--- config.mk ---
export PLATFORM = sky130hd
export DESIGN_NAME = shift_step_ctrl
export DESIGN_NICKNAME = d
export VERILOG_FILES = /design/src/rtl/shift_ctrl_pkg.sv /design/src/rtl/shift_step_ctrl.sv
export SDC_FILE = /design/constraint.sdc
export NUM_CORES = 1
export LEC_CHECK = 0
export ABC_AREA = 1
export BUFFER_PORTS_ARGS = -buffer_cell sky130_fd_sc_hd__buf_2
export CAP_MARGIN = 15
export CORE_MARGIN = 1
export CORE_UTILIZATION = 50
export CTS_CLUSTER_DIAMETER = 30
export DETAILED_ROUTE_END_ITERATION = 10
export PLACE_DENSITY = 0.76
export SLEW_MARGIN = 10
export SYNTH_ARGS = -nofsm -noshare
export SYNTH_HDL_FRONTEND = slang
export SYNTH_SLANG_ARGS = --single-unit
--- constraint.sdc ---
create_clock -name clk -period 2.06 [get_ports clk]
set_input_delay 0.103 -clock clk [delete_from_list [all_inputs] [get_ports clk]]
set_output_delay 0.103 -clock clk [all_outputs]
set_load 0.05 [all_outputs]
--- src/rtl/shift_ctrl_pkg.sv ---
// Shared types and helpers for the multicycle shift sequencer:
// FSM states, shift-register command codes, constant-mux step codes,
// and the op-to-command and greedy step-selection functions.
package shift_ctrl_pkg;

    typedef enum logic [1:0] {
        ST_IDLE  = 2'b00,
        ST_LOAD  = 2'b01,
        ST_SHIFT = 2'b10,
        ST_DONE  = 2'b11
    } state_t;

    typedef enum logic [2:0] {
        CMD_HOLD = 3'b000,
        CMD_LOAD = 3'b001,
        CMD_SLL  = 3'b010,
        CMD_SRL  = 3'b011,
        CMD_SRA  = 3'b100,
        CMD_ROR  = 3'b101
    } shift_cmd_t;

    // Encoding 2'b11 is reserved on the constant mux and is never produced.
    typedef enum logic [1:0] {
        STEP1 = 2'b00,
        STEP2 = 2'b01,
        STEP3 = 2'b10
    } step_sel_t;

    // Map the 2-bit shift kind onto the shift-register command.
    function automatic shift_cmd_t op_to_cmd(input logic [1:0] op);
        shift_cmd_t cmd;
        unique case (op)
            2'b00:   cmd = CMD_SLL;
            2'b01:   cmd = CMD_SRL;
            2'b10:   cmd = CMD_SRA;
            default: cmd = CMD_ROR;
        endcase
        return cmd;
    endfunction

    // Greedy step choice: 3 while at least 3 remain, then 2 or 1.
    function automatic step_sel_t select_step(input logic rem_ge3, input logic rem_is2);
        step_sel_t sel;
        if (rem_ge3)
            sel = STEP3;
        else if (rem_is2)
            sel = STEP2;
        else
            sel = STEP1;
        return sel;
    endfunction

    // Number of positions a given step code moves the shift register.
    function automatic logic [1:0] step_size(input step_sel_t sel);
        logic [1:0] size;
        unique case (sel)
            STEP3:   size = 2'd3;
            STEP2:   size = 2'd2;
            default: size = 2'd1;
        endcase
        return size;
    endfunction

endpackage

--- src/rtl/shift_step_ctrl.sv ---
// Multicycle shift sequencer. Accepts one shift request (kind + amount),
// drives a LOAD cycle, then steps the shift register by 3/2/1 positions
// per cycle until the amount is exhausted, and ends with a one-cycle done.
// Outputs decode from registered state only, so there is no path from
// start/op/shamt to any output.
module shift_step_ctrl
    import shift_ctrl_pkg::*;
#(
    parameter int AMT_W = 5
) (
    input  logic             clk,
    input  logic             reset,
    input  logic             start,
    input  logic [1:0]       op,
    input  logic [AMT_W-1:0] shamt,
    output logic [1:0]       step_sel,
    output logic [2:0]       shift_cmd,
    output logic             busy,
    output logic             done
);

    state_t           state;
    logic [AMT_W-1:0] remaining;
    logic [1:0]       op_q;

    step_sel_t        step;
    logic [AMT_W-1:0] step_amt;
    logic             rem_ge3;
    logic             rem_is2;

    // Step that applies in the current SHIFT cycle, derived from the counter.
    assign rem_ge3  = (remaining >= AMT_W'(3));
    assign rem_is2  = (remaining == AMT_W'(2));
    assign step     = select_step(rem_ge3, rem_is2);
    assign step_amt = AMT_W'(step_size(step));

    // Sequencer FSM and down-counter; reset aborts any request with no done pulse.
    // NOTE: sequential state uses non-blocking assignments so every register
    // samples pre-edge values and ordering between statements does not matter.
    always_ff @(posedge clk or posedge reset) begin
        if (reset) begin
            state     <= ST_IDLE;
            remaining <= '0;
            op_q      <= 2'b00;
        end else begin
            unique case (state)
                ST_IDLE: begin
                    if (start) begin
                        op_q      <= op;
                        remaining <= shamt;
                        state     <= ST_LOAD;
                    end
                end
                ST_LOAD: begin
                    state <= (remaining != '0) ? ST_SHIFT : ST_DONE;
                end
                ST_SHIFT: begin
                    // The step never exceeds remaining, so this cannot underflow.
                    remaining <= remaining - step_amt;
                    state     <= (remaining == step_amt) ? ST_DONE : ST_SHIFT;
                end
                default: begin
                    state <= ST_IDLE;
                end
            endcase
        end
    end

    // Output decode from state, op_q and remaining only.
    // NOTE: every output gets a default before the case so no path through
    // the block leaves one unassigned, which would infer a latch.
    always_comb begin
        step_sel  = STEP1;
        shift_cmd = CMD_HOLD;
        busy      = 1'b1;
        done      = 1'b0;
        unique case (state)
            ST_IDLE: begin
                busy = 1'b0;
            end
            ST_LOAD: begin
                shift_cmd = CMD_LOAD;
            end
            ST_SHIFT: begin
                shift_cmd = op_to_cmd(op_q);
                step_sel  = step;
            end
            default: begin
                done = 1'b1;
            end
        endcase
    end

endmodule

==> metrics.yaml <==
finalCritPeriodShare_pct: 92.93
reg2reg_slack_ps: 150
synth_nets: 109
cp.required_ps: 2200
dieHeight_um: 38.93
rsz0062_at_grt: "no"
hp-start: "op[0]"
worst_pin_slew_ps: 357.2
cts_sinks: 9
cp-start-kind: "register"
r2r_start: "remaining[3]"
hp-class: "primary input to register"
cts_tree: "yes"
finalSetupTns_ps: 0
grt_max_degree: 10
stdcell_area_sq_um: 809.5
reg2reg_depth: 10
overflow: 0
routedWlPerCell_um: 10.69
netlist_area_sq_um: 681.9
multiInputGateArea_sq_um: 390.4
coreArea_sq_um: 1186
htreeDepth: 1
grt_use_total_pct: 22.61
r2r-end: "remaining[2]"
whs_path_depth: 2
synth_warnings: 0
clk_path_buf_depth: 2
portBuffers: 16
final.setup_skew_ps: 3.512
rows: 12
area_growth_pct: 18.72
post_cts_resized: 0
synth_cells: 92
hold_slack_ps: 67.07
place_congestion: 0.8070
grt_pass1_vias: 587
start_util_pct: 57.49
whs_endpoint: "op_q[0]"
finalWorstSetupSlack_ps: 145.7
drive_gt1_share_pct: 24.78
antenna_found_initial: 0
outcome: "complete, no violations"
setup_viol: 0
arrival_ps: 2050
clk_pin_slew_ps: 70
final_max_slew_viol_count: 0
finalNetCount: 131
ioPinCount: 17
synth_top_area_cell: "dfrtp_1"
cts-root-buf: "clkbuf_4"
grt_pass1_wl_mm: 2.290
yosysSeqAreaShare_pct: 33.03
seq_area_sq_um: 225.2
fmax_mhz: 522.4
drc: 0
syn_area_per_cell_sq_um: 7.412
dpl_cell_area_sq_um: 773.2
maxCapViolCount: 0
drtIter0Drc: 12
dp_slack_ps: 174.0
first_pass_iters: 4
cts_buffers: 3
finalWirelength_mm: 1.357
path_max_fanout: 5
vias: 621
hold_viol_final: 0
maxSlewHeadroom_pct: 76.16
postCtsSetupRepairBufs: 0
dp_hpwl_mm: 1.082
ys_types: 25
insertion_delay_ps: 260
dieWidth_um: 38.93
synth_top_cell_area_share_pct: 33.03
fill_cells: 101
post-route-min-period_ps: 1914
synth.area.top_cells: "dfrtp_1, nand2_1, ha_1"
endpoint_kind: "register"
die_area_sq_um: 1516
cts_hold_buf: 1
via_per_inst: 4.890
antenna_cells: 0
ant_nets: 0
critical_path_class: "register to register"
ys_ff_latch: 9
layer usage:
layer / GRT usage [%] / wire length [um]
met1: 29.14 / 677
met2: 37.92 / 628
met3: 5.202 / 51
met4: 5.172 / 0
met5: 0 / 0
critical path, stage by stage, from the launching register on:
cell,delay [ps]
dfrtp_1,410
nor2_1,150
nand2_1,130
nor2_1,160
nand2_1,100
ha_1,200
inv_1,80
fa_1,210
nor2_1,70
nor3b_1,180
o22ai_1,100
registers in the layout, summed over array words and instances (netlist names):
| signal | flops |
|---|---|
| state | 2 |
| op_q | 2 |
| remaining | 5 |
metrics by stage:
step                cells  utilization, %
floorplan              92               -
detailed placement    122           65.19
CTS                   127           68.25
global placement      122           65.19
finish                127           68.25
global route          127           68.25
cell families after synthesis:
group	count (synthesis)	share of synthesized area [%]
buffers and inverters	15	9.724
AOI/OAI and AO/OA	11	11.38
adders and majority gates	7	13.94
muxes	1	1.651
and+or+nand+nor	49	30.28
DFF	9	33.03
Yosys cell counts:
library cell  number
o21ai_0            2
fa_1               1
o21ai_1            1
a21oi_1            2
nand4_1            1
a21boi_0           1
nor2_2             2
nor3b_1            1
ha_1               6
o22ai_1            1
nor3_1             1
nor2_1            15
or2_1              1
inv_2              2
o21ai_2            1
dfrtp_1            9
inv_1             12
o211ai_1           1
a31oi_1            1
nand3_1            4
mux2_2             1
clkbuf_8           1
o21ai_4            1
nand2_2            1
nand2_1           23
area by class of cell:
class / count / share of cell area, %
Clock buffer: 4 / 3.246
Multi-Input combinational cell: 68 / 48.22
Tap cell: 14 / 2.164
Timing Repair Buffer: 18 / 12.06
Inverter: 14 / 6.492
Sequential cell: 9 / 27.82
worst max-delay path by stage:
| stage | start | to | cells past startpoint |
|---|---|---|---|
| finish | remaining[3] | remaining[2] | 10 |
| global route | remaining[3] | remaining[2] | 10 |
| CTS | remaining[3] | remaining[1] | 9 |
| detailed placement | remaining[3] | remaining[1] | 9 |
| global placement | remaining[3] | remaining[1] | 9 |
| floorplan | state[0] | shift_cmd[0] | 5 |
layout by cell type (no fill, tap or decap), types with 2 or more instances in the layout:
cell type	instances
nand3_1	4
ha_1	6
nand2_1	23
clkbuf_4	3
o21ai_0	2
inv_2	2
inv_1	12
buf_2	16
dfrtp_1	9
nor2_2	2
nor2_1	15
a21oi_1	2
Power is not shown: default switching activity piles up to over one toggle a cycle in this logic, so the estimate is an artifact.
